==> config.mk <==
export PLATFORM = sky130hd
export DESIGN_NAME = uart_tx_serializer
export DESIGN_NICKNAME = d
export VERILOG_FILES = /design/src/rtl/uart_tx_serializer.sv
export SDC_FILE = /design/constraint.sdc
export NUM_CORES = 1
export LEC_CHECK = 0
export ABC_AREA = 1
export CAP_MARGIN = 5
export CELL_PAD_IN_SITES_DETAIL_PLACEMENT = 0
export CELL_PAD_IN_SITES_GLOBAL_PLACEMENT = 2
export CORE_ASPECT_RATIO = 0.7
export CORE_MARGIN = 2
export CORE_UTILIZATION = 26
export DETAILED_ROUTE_END_ITERATION = 8
export PLACE_DENSITY = 0.7
export SETUP_SLACK_MARGIN = 0.2
export SYNTH_ARGS = -nofsm -noshare
export SYNTH_HDL_FRONTEND = slang
export SYNTH_SLANG_ARGS = --single-unit
==> constraint.sdc <==
create_clock -name clk_in -period 1.5 [get_ports clk_in]
set_input_delay 0.3 -clock clk_in [delete_from_list [all_inputs] [get_ports clk_in]]
set_output_delay 0.3 -clock clk_in [all_outputs]
set_load 0.05 [all_outputs]
==> src/rtl/uart_tx_serializer.sv <==
// UART transmit serializer: frames a byte (start, data LSB first, optional parity,
// 1..2 stop bits) and shifts it out on txd, one bit per baud_tick.
`timescale 1ns/1ps

module uart_tx_serializer #(
  parameter int unsigned DATA_BITS  = 8,
  parameter int unsigned PARITY_EN  = 0,
  parameter int unsigned PARITY_ODD = 0,
  parameter int unsigned STOP_BITS  = 1
) (
  input  logic                 clk_in,
  input  logic                 reset,
  input  logic                 baud_tick,
  input  logic [DATA_BITS-1:0] tx_data,
  input  logic                 tx_valid,
  output logic                 tx_ready,
  output logic                 txd,
  output logic                 busy
);

  typedef enum logic [2:0] {
    IDLE   = 3'd0,
    SYNC   = 3'd1,
    START  = 3'd2,
    DATA   = 3'd3,
    PARITY = 3'd4,
    STOP   = 3'd5
  } state_t;

  localparam logic [2:0] LAST_BIT  = 3'(DATA_BITS - 1);
  localparam logic       LAST_STOP = 1'(STOP_BITS - 1);

  state_t               state_reg;
  logic [DATA_BITS-1:0] shift_reg;
  logic [DATA_BITS-1:0] shift_next;
  logic                 parity_reg;
  logic                 parity_next;
  logic [2:0]           bit_cnt_reg;
  logic                 stop_cnt_reg;
  logic                 txd_reg;
  logic                 tx_ready_reg;
  logic                 busy_reg;

  // Odd parity is the inverted XOR; folding the sense in here keeps the FSM uniform.
  always_comb begin
    parity_next = 1'(PARITY_ODD);
    for (int i = 0; i < int'(DATA_BITS); i++) begin
      parity_next = parity_next ^ tx_data[i];
    end
  end

  assign shift_next = {1'b0, shift_reg[DATA_BITS-1:1]};

  always_ff @(posedge clk_in or negedge reset) begin
    if (!reset) begin
      state_reg    <= IDLE;
      shift_reg    <= '0;
      parity_reg   <= 1'b0;
      bit_cnt_reg  <= '0;
      stop_cnt_reg <= 1'b0;
      txd_reg      <= 1'b1;
      tx_ready_reg <= 1'b1;
      busy_reg     <= 1'b0;
    end else begin
      case (state_reg)
        IDLE: begin
          txd_reg <= 1'b1;
          if (tx_valid && tx_ready_reg) begin
            shift_reg    <= tx_data;
            parity_reg   <= parity_next;
            tx_ready_reg <= 1'b0;
            busy_reg     <= 1'b1;
            state_reg    <= SYNC;
          end
        end

        // A tick on the handshake edge was seen in IDLE, so SYNC always waits for a later one.
        SYNC: begin
          if (baud_tick) begin
            txd_reg   <= 1'b0;
            state_reg <= START;
          end
        end

        START: begin
          if (baud_tick) begin
            txd_reg     <= shift_reg[0];
            shift_reg   <= shift_next;
            bit_cnt_reg <= '0;
            state_reg   <= DATA;
          end
        end

        DATA: begin
          if (baud_tick) begin
            if (bit_cnt_reg == LAST_BIT) begin
              if (PARITY_EN != 0) begin
                txd_reg   <= parity_reg;
                state_reg <= PARITY;
              end else begin
                txd_reg      <= 1'b1;
                stop_cnt_reg <= 1'b0;
                state_reg    <= STOP;
              end
            end else begin
              txd_reg     <= shift_reg[0];
              shift_reg   <= shift_next;
              bit_cnt_reg <= bit_cnt_reg + 3'd1;
            end
          end
        end

        PARITY: begin
          if (baud_tick) begin
            txd_reg      <= 1'b1;
            stop_cnt_reg <= 1'b0;
            state_reg    <= STOP;
          end
        end

        STOP: begin
          if (baud_tick) begin
            if (stop_cnt_reg == LAST_STOP) begin
              tx_ready_reg <= 1'b1;
              busy_reg     <= 1'b0;
              state_reg    <= IDLE;
            end else begin
              stop_cnt_reg <= stop_cnt_reg + 1'b1;
            end
          end
        end

        default: begin
          txd_reg      <= 1'b1;
          tx_ready_reg <= 1'b1;
          busy_reg     <= 1'b0;
          state_reg    <= IDLE;
        end
      endcase
    end
  end

  assign txd      = txd_reg;
  assign tx_ready = tx_ready_reg;
  assign busy     = busy_reg;

endmodule
After elaboration in Yosys (flattened, before gate mapping)
Cells that the tools add are included.
{ "word_totals": {"register_bits": 18, "in_bits": 12, "out_inout_bits": 3, "word_cells": 75} }
{ "classes": {"addsub": 2, "eq_ne": 15, "mux": 37, "bitwise_logic": 2, "n_reduce_logical": 12} }
{ "op_table": {"columns": ["cell", "count"], "rows": [
  ["$mux W3", 11],
  ["$mux W8", 4],
  ["$pmux W8 S3", 1],
  ["$ne A2 B2 Y1 const B", 9],
  ["$pmux W3 S6", 1],
  ["$mux W1", 15],
  ["$reduce_and A5 Y1", 3],
  ["$eq A3 B3 Y1 const B", 3],
  ["$pmux W1 S3", 3],
  ["$reduce_and A4 Y1", 2],
  ["$reduce_and A8 Y1", 1],
  ["$eq A3 B2 Y1 const B", 2],
  ["$pmux W3 S2", 1],
  ["$reduce_bool A3 Y1", 2],
  ["$pmux W1 S5", 1],
  ["$reduce_or A4 Y1", 1],
  ["$add A3 B1 Y3 const B", 1],
  ["$eq A3 B1 Y1 const B", 1],
  ["$logic_not A3 Y1", 1],
  ["$not A1 Y1", 2],
  ["$reduce_bool A2 Y1", 1],
  ["$add A1 B1 Y1 const B", 1],
  ["$logic_and A1 B1 Y1", 1]
]} }

Depth between registers and ports, before layout
Gate-level depths: netlist (run 1).
{ "depth": {"depth_word": 4, "ltp_mapped": 9, "ltp_nobuf": 9} }

Worst setup path after synthesis (run 1)
No wires, ideal clock.
{ "synth_timing": {"kind": "flip-flop to flip-flop", "startpoint": "register tx_ready_reg (netlist: tx_ready)", "endpoint": "register state_reg[2]", "setup_time_ns": 0.117, "t_arrival_ns": 1.344, "setup_slack_ns": 0.039, "path_stages_with_launch": 8, "path_buffers": 0, "period_less_slack_ns": 1.461, "path_cell_list": "dfstp_2 nand2_1 nand3_1 nand2_1 nor2_1 nand2_1 nand2_1 nand2_1"} }
{ "synth_between": {"elab_chain_len": 3} }
{ "synth_lines": {"columns": ["item", "line", "rtl"], "rows": [
  ["from (decl)", "41", "logic tx_ready_reg;"],
  ["from (signal assigned)", "62", "tx_ready_reg <= 1'b1;"],
  ["from (signal assigned)", "71", "tx_ready_reg <= 1'b0;"],
  ["from (signal assigned)", "124", "tx_ready_reg <= 1'b1;"],
  ["$logic_and A1 B1 Y1", "68", "if (tx_valid && tx_ready_reg) begin"],
  ["$ne A2 B2 Y1 (no source line)", null, null],
  ["$reduce_and A8 Y1 (no source line)", null, null],
  ["to (signal assigned)", "73", "state_reg <= SYNC;"],
  ["to (signal assigned)", "81", "state_reg <= START;"],
  ["to (signal assigned)", "90", "state_reg <= DATA;"],
  ["to (decl)", "33", "state_t state_reg;"]
]} }
Every way passes these cells.
A chain may end at the register's enable or synchronous reset.

Worst setup path in the final report (run 1)
{ "layout_timing": {"startpoint": "register bit_cnt_reg[0]", "endpoint": "register shift_reg[2]"} }
{ "layout_between": {"elab_chain_len": 3} }
{ "layout_lines": {"columns": ["item", "line", "rtl"], "rows": [
  ["from (decl)", "38", "logic [2:0] bit_cnt_reg;"],
  ["from (signal assigned)", "108", "bit_cnt_reg <= bit_cnt_reg + 3'd1;"],
  ["$eq A3 B3 Y1", "96", "if (bit_cnt_reg == LAST_BIT) begin"],
  ["$ne A2 B2 Y1 (no source line)", null, null],
  ["$reduce_and A5 Y1 (no source line)", null, null],
  ["to (signal assigned)", "69", "shift_reg <= tx_data;"],
  ["to (signal assigned)", "88", "shift_reg <= shift_next;"],
  ["to (signal assigned)", "107", "shift_reg <= shift_next;"],
  ["to (decl)", "34", "logic [DATA_BITS-1:0] shift_reg;"]
]} }
Every way passes these cells.

==> summary.md, run 1 <==
The flow ran to the end, and the final reports show no timing, DRC or antenna violations. The worst register-to-register path ends at shift_reg[2]$_DFFE_PN0P_. The critical path contains buffers and inverters numbering 0 combined. For this run, design rule violations remaining after detail routing come to 0. In this run, synthesis produced a sequential element count of 17.

The per-cell routed wire length was 11.6 µm. Maximum clock skew at final layout: 0.00344 ns. The worst slew margin relative to its limit was 80.8%.

Once the floorplan was initialized, standard cells occupied 27.5% of the core. The number of global-route vias before repair was 971; the share of layout cells above drive strength 1 was 32.8%. Summing over every cut layer, the via total after detailed routing is 1,005. The total count of max-transition violations in the final report was 0. No sink is reached through more buffers than the 2 on the longest clock path. TritonCTS built the clock tree.

The floorplan step set the die height to 55.5 µm. Among all cell types in the netlist, the one instantiated most often is nand2_1. Buffers inserted to repair hold after CTS numbered 0.

The total core area came out at 3580 µm². The clock slew at the register clock pins of the worst setup and hold paths was 0.07 ns; the area added between synthesis and finish was 56.1%. The logs give 3 for the clock buffer count from CTS and 0 for the count of endpoints failing setup in the final report. The die covers 4300 µm². The cell repeated most along the worst path was nand2_4. The worst hold path class was input port to asynchronous set/reset pin. Entering global routing, the biggest net connects 18 pins. The average via count per standard cell was 4.43; the count of final hold-check violations was 0. The worst setup path is of the flip-flop to flip-flop kind. STA puts the critical path data arrival time at 1.55 ns. The minimum clock period is 1.41 ns.

STA classifies the critical path endpoint as a flip-flop. Summing every instance area after synthesis gives 983 µm². The number of I/O pins is 15. The placed wire-length estimate after detailed placement was 1870 µm. Row generation in the floorplan step produced 18 rows.

After synthesis, the netlist uses 17 different library cells. The clock network burns 11.1% of the power. The cell count after synthesis came out at 140.

The critical path startpoint category was a flip-flop. The Yosys step of the flow raised 0 warnings. For the worst setup path, the data required time is 1.65 ns. By count the netlist is led by 65 x nand2_1, 20 x nand3_1, 15 x dfrtp_1, 10 x nor2_1, 7 x inv_1. Summing the sequential cell areas from Yosys gives 43.5% of the chip area.

For flop-to-flop paths, the worst setup slack is 0.09 ns. For the pin with the worst max-slew slack, the measured transition is 0.288 ns. For this run, the post-layout net count is 192.

The final period utilization was 93.7%; the sum of routed wire length over all layers was 2630 µm. The analysis attributes to cell leakage a power of 0.000765 µW. The signal on the critical path passes through ha_2 -> ha_4 -> nand2_4 -> nand2_4 -> nor2_4 -> nand2_4 -> nand2_1 -> nand2_1. The run gives 42.9% as the utilization after layout. Synthesis produced a netlist with a net count of 154. The number of cells in the design after placement was 215. The worst register-to-register path begins at bit_cnt_reg[0]$_DFFE_PN0P_. The clock root buffer is clkbuf_8.

Antenna diode count: 0. The number of flops mapped to enable cells by yosys is 0, and the number of DRC markers in iteration 0 is 69. The count of buffers added on input and output ports is 14. Setup repair after global routing could not meet its margin everywhere.

The accumulated negative setup slack is 0 ns. The first detailed-routing pass took 4 iterations. In this run the biggest area consumer among cell types represents 38.2% of the synthesized area. Switching share of power: 46.0%. The count of cells along the worst register-to-register path was 8. The run gives 0.798 as the last weighted congestion value of the routability-driven placer. The number of flip-flops under the largest register name was 8. Main flop type after synthesis: dfrtp_1.

Per report_power, the sequential group accounts for 28.6% of the total. The die is 77.5 µm wide. The average size of a mapped cell came out at 7.02 µm².

In the synthesized netlist the async set-or-reset flop fraction comes to 100%. The tools report the number of maximum-capacitance violations as 0. The wire length of the first global-routing pass is 4550 µm, and the largest voltage drop on the vdd net is 570 µV. Once layout is done, the placed cells without fillers occupy 1540 µm².

Internal power comes to 1710 µW. Initial antenna violation count: 0. For this run, the total global-route usage over all layers was measured as 13.4%. In this design, the largest share of critical-path delay is due to simple AND/OR/NAND/NOR gates. Power spread over the standard cell area amounts to 2060 nW/µm². The standard cell with the maximum stage delay on the critical path was dfrtp_1. The total overflow left after global routing is 0. The H-tree depth was 1. Per report_power, the combinational group accounts for 60.3% of the total. The net load switching power was 1460 µW. The logs give 0 for the antenna violation net count after detailed routing and 227 for the non-filler instance count after layout.

The largest total area in the synthesized netlist belongs to dfrtp_1. The maximum fanout along the worst path was 8. The clock reaches the later pin of the worst-skew pair after 0.25 ns. For this run, the slowest stage of the critical path takes 0.39 ns. In the post-synthesis netlist, the biggest area contributors are dfrtp_1 38%, nand2_1 25%, nand3_1 10%.

Counting every sink on the clock net gives 17. After filler insertion, the fill cell instance count of the layout stands at 379. For this run, the top clock speed supported by timing is 711 MHz.

Once placement finished, the instance area stood at 1310 µm².
==> how the worst max path moves through the flow <==
stage / from / to / slack [ns] / cells after the start
detailed placement: tx_valid / shift_reg[6]$_DFFE_PN0P_ / -0.01 / 8
finish: bit_cnt_reg[0]$_DFFE_PN0P_ / shift_reg[2]$_DFFE_PN0P_ / 0.09 / 8
floorplan: tx_ready$_DFFE_PN1P_ / shift_reg[1]$_DFFE_PN0P_ / 0.07 / 7
global route: bit_cnt_reg[0]$_DFFE_PN0P_ / shift_reg[5]$_DFFE_PN0P_ / 0.01 / 8
CTS: bit_cnt_reg[0]$_DFFE_PN0P_ / shift_reg[0]$_DFFE_PN0P_ / 0.11 / 8
global placement: tx_valid / shift_reg[6]$_DFFE_PN0P_ / -0.004 / 8
==> routing by layer <==
metal  global-route usage, %  up-vias  routed length, µm
li1                        -      527                  -
met1                    19.1      464               1410
met2                    20.5       12               1140
met3                    2.94        2                 54
met4                    3.06        0                 27
met5                       0        -                  0
==> cell type report <==
cell class,count,area (µm²),area share [%]
Sequential cell,17,432,28.1
Timing Repair Buffer,34,335,21.8
Tap cell,50,62.6,4.07
Clock buffer,4,45.0,2.93
Inverter,8,30.0,1.96
Multi-Input combinational cell,114,631,41.1
==> placed cells by master (no fill, tap or decap) <==
cell type         n
inv_2             1
nor2_4            6
nand3b_1          2
nand2_4           4
nand3_4           1
clkdlybuf4s50_1  11
nand3_2           2
dfstp_2           2
dfrtp_1          12
nand2_1          53
clkbuf_1          1
o21ai_1           4
o21ai_0           2
dfrtp_2           3
buf_6             4
ha_2              1
nand3_1          17
clkbuf_8          3
nand2_2          11
nand4_1           2
ha_4              1
buf_12            3
buf_4            16
nor2_1            8
inv_1             7
==> cell families after synthesis <==
| group | after synthesis | share of synthesized area [%] |
|---|---|---|
| buffers and inverters | 9 | 3.82 |
| DFF | 17 | 43.5 |
| and+or+nand+nor | 106 | 47.1 |
| AOI/OAI and AO/OA | 6 | 3.05 |
| adders and majority gates | 2 | 2.54 |
==> metrics by stage <==
step           setup slack [ns]  hold slack [ns]  total power, µW
2_1_floorplan            0.0691          0.00441             1900
3_3_place_gp           -0.00378            0.450             2540
3_5_place_dp            -0.0121            0.460             2530
4_1_cts                   0.113            0.381             3020
5_1_grt                  0.0109            0.400             3480
6_report                 0.0940            0.379             3160
==> power by group through the flow <==
stage	clock, µW	combinational (µW)	sequential (µW)
4_1_cts	362	1780	878
6_report	351	1910	904
5_1_grt	389	2150	934
3_5_place_dp	0	1670	862
3_3_place_gp	0	1680	860
2_1_floorplan	0	941	955
==> timing repair <==
item / 4_1_cts / 5_1_grt
setup endpoints to repair: 14 / 17
buffers inserted: 3 / 5
hold endpoints to repair: 0 / 0
resized for setup: 15 / 19
pin swaps: 11 / 13
Note: power is estimated with default switching activity, not from simulation.
==> run 2, diff against run 1 <==
--- a/config.mk
+++ b/config.mk
@@ -10,11 +10,13 @@
 export CELL_PAD_IN_SITES_DETAIL_PLACEMENT = 0
 export CELL_PAD_IN_SITES_GLOBAL_PLACEMENT = 2
 export CORE_ASPECT_RATIO = 0.7
-export CORE_MARGIN = 2
+export CORE_MARGIN = 4
 export CORE_UTILIZATION = 26
+export CTS_CLUSTER_DIAMETER = 30
 export DETAILED_ROUTE_END_ITERATION = 8
 export PLACE_DENSITY = 0.7
 export SETUP_SLACK_MARGIN = 0.2
+export SKIP_CTS_REPAIR_TIMING = 1
 export SYNTH_ARGS = -nofsm -noshare
 export SYNTH_HDL_FRONTEND = slang
 export SYNTH_SLANG_ARGS = --single-unit
==> run 2 against run 1 <==
Cell area is 2.9% lower. Clock-buffer cell count is 1 lower. Maximum frequency is 1.6% higher. Critical endpoint is now shift_reg[1]$_DFFE_PN0P_. Largest cell class unchanged.
==> summary.md, run 2 (synthesized netlist as in run 1, its figures left out) <==
The flow ran to the end, and the final reports show no timing, DRC or antenna violations. The per-cell routed wire length came out at 11.5 µm (-0.93%). The count of cells along the worst register-to-register path came out at 8 (unchanged). The endpoint identified for the worst register-to-register timing path is shift_reg[1]$_DFFE_PN0P_.

For the number of global-route vias before repair, the log shows 899 (-7.4%). Walking the worst path, the cells encountered are ha_2 -> ha_4 -> nand2_2 -> nand2_2 -> nor2_4 -> nand2_4 -> nand2_2 -> nand2_1. The internal reg-to-reg setup slack came out at 0.12 ns (+0.02 ns). The total core area was 3580 µm² (unchanged); the cell leakage power was 0.000733 µW (-4.2%).

Worst hold path class: input port to asynchronous set/reset pin. The run gives 0 (unchanged) as the global-route congestion overflow total. The tools report the number of cells in the design after placement as 215 (unchanged).

For the initial cell density of the core, the log shows 27.5% (unchanged). The critical path ends at shift_reg[1]$_DFFE_PN0P_. The total of buffers placed on input and output ports is 14 (unchanged), and the number of flip-flops under the largest register name is 8 (unchanged). Broken down by cell family, the worst path's largest delay share belongs to simple AND/OR/NAND/NOR gates. The number of nets at the end of the flow is 189 (-1.6%), and the count of endpoints failing setup in the final report is 0 (unchanged). The start point of the critical path was bit_cnt_reg[1]$_DFFE_PN0P_.

The run gives 0 (unchanged) as the count of final hold-check violations. The tools report the endpoint class of the critical path as a flip-flop. Total power density per cell area: 2120 nW/µm² (+2.7%).

The maximum root-to-sink buffer count came out at 2 (unchanged). For the last weighted congestion value of the routability-driven placer, the log shows 0.807 (+1.2%). The number of cells on the critical path came out at 8 (unchanged).

The final worst hold slack was 0.375 ns (-0.00367 ns). The tools report the number of maximum-capacitance violations as 0 (unchanged). The pin count of the biggest net entering global routing is 18 (unchanged), and the non-filler instance count after layout is 224 (-1.3%). For the row count, the log shows 18 (unchanged). TritonCTS built the clock tree. For the initial antenna violation count, the log shows 0 (unchanged). Leaving out fill and tap cells, the most frequent cell in the layout is nand2_1. The tools report the clock buffer count from CTS as 3 (unchanged). The die area was 4850 µm² (+13%); the maximum fanout along the worst path was 8 (unchanged). The buffers plus inverters on the worst setup path works out to 0 (unchanged). The met2 global-route usage came out at 16.5% (-4.0 points).

Arrival time of data at the critical path endpoint: 1.53 ns (-0.02 ns). For this design, the slowest cell found on the critical path is dfrtp_1. The run gives 990 (-1.5%) as the overall via count from detail_route. Latest clock arrival within the worst-skew pair: 0.25 ns (about the same).

The area added between synthesis and finish is 51.5%, and the slew at the pin closest to its max-slew limit is 0.258 ns (-0.0297 ns). The minimum clock period came out at 1.38 ns (-0.0218 ns). The worst setup path category is flip-flop to flip-flop. The final period utilization was 92.3% (-1.5 points); the met3 track demand over resource was 3.19% (+0.25 points).

The wire length of the first global-routing pass is 4280 µm (-6.1%). For the maximum operating frequency, the log shows 722 MHz (+1.6%). The global-route total usage across every layer is 11.7% (-1.6 points).

The utilization after layout is 41.6% (-1.3 points), and the number of I/O pins is 15 (unchanged). The share of layout cells above drive strength 1 works out to 31.6% (-1.2 points). STA classifies the critical path startpoint as a flip-flop. The length of the first detailed-routing pass in iterations is 4 (unchanged).

The delay of the slowest critical-path stage is 0.39 ns (about the same). The beginning of the worst register-to-register path was bit_cnt_reg[1]$_DFFE_PN0P_. Setup repair after global routing could not meet its margin everywhere.

The vertical extent of the die is 59.5 µm (+7.2%). The busiest metal layer after global routing is met1. The tools report the required time of the critical path as 1.65 ns (about the same). The H-tree depth is 1 (unchanged), and the clock slew at the register clock pins of the worst setup and hold paths is 0.07 ns (about the same). The run gives 17 (unchanged) as the number of sinks handled by clock tree synthesis.

The die boundary width is 81.5 µm (+5.2%), and the antenna diode count is 0 (unchanged). The average via count per standard cell is 4.42 (-0.17%). In the layout the commonest cells are 55 x nand2_1, 18 x nand3_1, 16 x buf_4. The antenna violation net count after detailed routing was 0 (unchanged).

The accumulated negative setup slack came out at 0 ns (unchanged). The placed wire-length estimate after detailed placement was 1910 µm (+2.0%); the worst slew margin relative to its limit was 82.7% (+1.9 points). The clock root buffer is clkbuf_8. The total count of max-transition violations in the final report is 0 (unchanged). Number of DRC markers in iteration 0: 47 (-32%). The largest voltage drop on the vdd net is 579 µV (+1.5%), and the final routed DRC violation total is 0 (unchanged). The met1 routing resource usage after global routing came out at 17.6% (-1.6 points).

For the sum of routed wire length over all layers, the log shows 2570 µm (-2.2%). The cell that appears most often on the critical path is nand2_2. The maximum clock skew at final layout is 0.00133 ns (-0.00211 ns).
[run 2: metrics by stage]
step | setup WS [ns] | instance area [µm²] | power [µW]
2_1_floorplan | 0.0691 | 993 | 1900
3_3_place_gp | -0.0354 | 1320 | 2600
3_5_place_dp | -0.0451 | 1320 | 2590
4_1_cts | -0.00904 | 1370 | 2950
5_1_grt | 0.0405 | 1490 | 3440
6_report | 0.116 | 1490 | 3150
[run 2: power by group]
part | total [µW] | internal, µW | switching, µW
clock | 350 | 184 | 166
sequential | 893 | 689 | 204
combinational | 1910 | 837 | 1070
total | 3150 | 1710 | 1440
[run 2: metal layers]
layer / up-vias / part of all wire, %
met5: - / 0
met4: 0 / 0.74
met3: 2 / 2.8
met2: 10 / 45
met1: 457 / 51
li1: 521 / -
[run 2: area by class of cell]
type	count	area (µm²)
Tap cell	50	62.6
Clock inverter	1	5.00
Inverter	8	33.8
Sequential cell	17	432
Timing Repair Buffer	31	310
Multi-Input combinational cell	114	606
Clock buffer	3	41.3
Fill cell	364	2090
[run 2: how the worst min path moves through the flow]
stage	to	slack (ns)
final	state_reg[2]$_DFFE_PN0P_	0.38
after global routing	busy$_DFFE_PN0P_	0.39
after CTS	busy$_DFFE_PN0P_	0.38
after detailed placement	shift_reg[0]$_DFFE_PN0P_	0.46
after global placement	shift_reg[0]$_DFFE_PN0P_	0.46
after floorplan	bit_cnt_reg[0]$_DFFE_PN0P_	0.004
[run 2: worst register-to-register path, delay by kind of cell (launching register included)]
family        cells  cell delay, ns
simple gates      6            0.53
flops             1            0.39
fa+ha+maj         2            0.36
==> RTL change: new RTL, config.mk and constraints of run 1 <==
The parameter `DATA_BITS` goes from 8 to 6.
--- a/src/rtl/uart_tx_serializer.sv
+++ b/src/rtl/uart_tx_serializer.sv
@@ -4,5 +4,5 @@
 
 module uart_tx_serializer #(
-  parameter int unsigned DATA_BITS  = 8,
+  parameter int unsigned DATA_BITS  = 6,
   parameter int unsigned PARITY_EN  = 0,
   parameter int unsigned PARITY_ODD = 0,
Ports: changed (resized tx_data); port bits go from 15 to 13. The function was not compared with the original's and may differ.
==> RTL change against run 1 <==
First-iteration DRC count decreased by 49%. Synthesized area up 0.51%. Setup slack gained 0.060 ns. Routed wire length decreased by 11%. Sequential cell count is 2 lower. Power rose by 1.5%. Synthesized cell count decreased by 7.1%. Count of clock-buffer cells in the layout did not move. Sequential power fell by 16%. Global-route usage down 1.5 points. Maximum frequency is 4.4% higher. Final area shrank 5.1%. Via count fell by 10%. Largest power group unchanged.
==> RTL change: results (changes against run 1) <==
Outcome
  • Run status: finished clean (unchanged)

Finish
  • Fraction of area in registers: 26.1% (was 28.1%)
  • #MultiIn Comb: 102 (was 114)
  • Buffering overhead: 20.5% (was 21.8%)
  • Max FFs per register: 6 (was 8)
  • Buffers outside the clock class: 30 (was 34)
  • # fillers: 361 (was 379)
  • Layout Nets: 175 (was 192)
  • Fin cells: 212 (was 227)
  • Clock Buffer Count: 4 (unchanged)
  • Multi-input gate area: 622 um^2 (was 631 um^2)
  • Inverters: 11 (was 8)
  • Layout cells sized above 1: 39.5% (was 32.8%)
  • Clk tree area frac: 3.09% (was 2.93%)

Synthesis
  • Top cells by area, synth: dfrtp_1, nand2_1, nand3_1 (unchanged)
  • Adder-Cell Fraction of Synth Area: 2.53% (was 2.54%)
  • Most common library cells after synthesis: nand2_1, dfrtp_1, nand3_1, inv_1, nor2_1 (was nand2_1, nand3_1, dfrtp_1, nor2_1, inv_1)
  • Synth unique cells: 26 (was 17)
  • Syn_nets: 142 (was 154)
  • Mean area per synthesized cell: 7.60 um^2 (was 7.02 um^2)
  • Compound-Gate Fraction of Synth Area: 3.80% (was 3.05%)
  • Ys flop type: dfrtp_1 (unchanged)
  • XOR/XNOR share of the synthesized area: 0.886% (was 0%)
  • Post-synthesis sequential area ratio: 38.2% (was 43.5%)

Drt
  • Drt pass-1 iters: 5 (was 4)
  • DRT iter0 DRCs: 35 (was 69)
  • M1 wire length: 1200 um (was 1410 um)
  • Metal2 WL: 1020 um (was 1140 um)
  • Routed length per instance: 11.0 um (was 11.6 um)
  • WL met3: 106 um (was 54 um)
  • Vias per inst: 4.25 (was 4.43)

Placement
  • Cells after DPL: 196 (was 215)
  • GPL Wtd Cong: 0.713 (was 0.798)
  • Port Buffers: 12 (was 14)
  • Hpwl dp: 1610 um (was 1870 um)

Worst setup path
  • Crit path max fanout: 6 (was 8)
  • Crit path launch: state_reg[0]$_DFFE_PN0P_ (was bit_cnt_reg[0]$_DFFE_PN0P_)
  • Worst Path Arrival: 1.48 ns (was 1.55 ns)
  • Worst setup path end: shift_reg[5]$_DFFE_PN0P_ (was shift_reg[2]$_DFFE_PN0P_)
  • Worst path slowest cell: dfrtp_2 (was dfrtp_1)
  • Setup slack, reg-to-reg: 0.15 ns (was 0.09 ns)
  • Register-to-Register Path Depth: 7 (was 8)
  • Worst reg2reg endpoint: shift_reg[5]$_DFFE_PN0P_ (was shift_reg[2]$_DFFE_PN0P_)

Pwr
  • Internal power: 1730 uW (was 1710 uW)
  • IR Drop Worst-Case VDD: 711 uV (was 570 uV)
  • P_leak: 0.000718 uW (was 0.000765 uW)

Global route
  • Vias in the first global route: 899 (was 971)
  • Largest net degree at the start of global routing: 16 (was 18)
  • Grt met1 use: 17.2% (was 19.1%)
  • First-pass GRT wire length: 4080 um (was 4550 um)
  • Tot GR Track Use: 11.9% (was 13.4%)
  • GR Util met3: 3.90% (was 2.94%)
  • Met2 Usage GRT: 17.6% (was 20.5%)

Clock network
  • Clock Sinks: 15 (was 17)

Timing
  • Max_slew headroom: 85.3% (was 80.8%)
  • Clock Skew: 0.00176 ns (was 0.00344 ns)
==> RTL change: cell count changes after synthesis, moves of 2 or more <==
cell            run 1  this run
nand2_1            65        54
nand3_1            20        12
nand3_2             0         3
nor2_1             10         7
dfrtp_1            15        13
inv_4               0         2
nand2_2             2         4
nor2_8              0         2
o21ai_0             3         1
==> RTL change: power groups by stage <==
stage / sequential, uW / combinational (uW) / clock (uW)
floorplan: 804 / 1160 / 0
global placement: 773 / 1670 / 0
detailed placement: 770 / 1640 / 0
CTS: 773 / 1690 / 342
global route: 789 / 2350 / 352
finish: 761 / 2120 / 330
==> RTL change: what timing repair did <==
item,in CTS,in global routing
pin swaps,2,3
resized for setup,6,18
setup endpoints to repair,13,15
setup buffers,4,8
==> RTL change: stage by stage <==
step	setup slack (ns)	hold slack (ns)	cell area, um^2
finish	0.154	0.364	1460
global placement	-0.0829	0.460	1230
floorplan	0.195	0.00441	991
global route	0.0982	0.391	1460
CTS	0.190	0.373	1320
detailed placement	-0.0926	0.458	1230
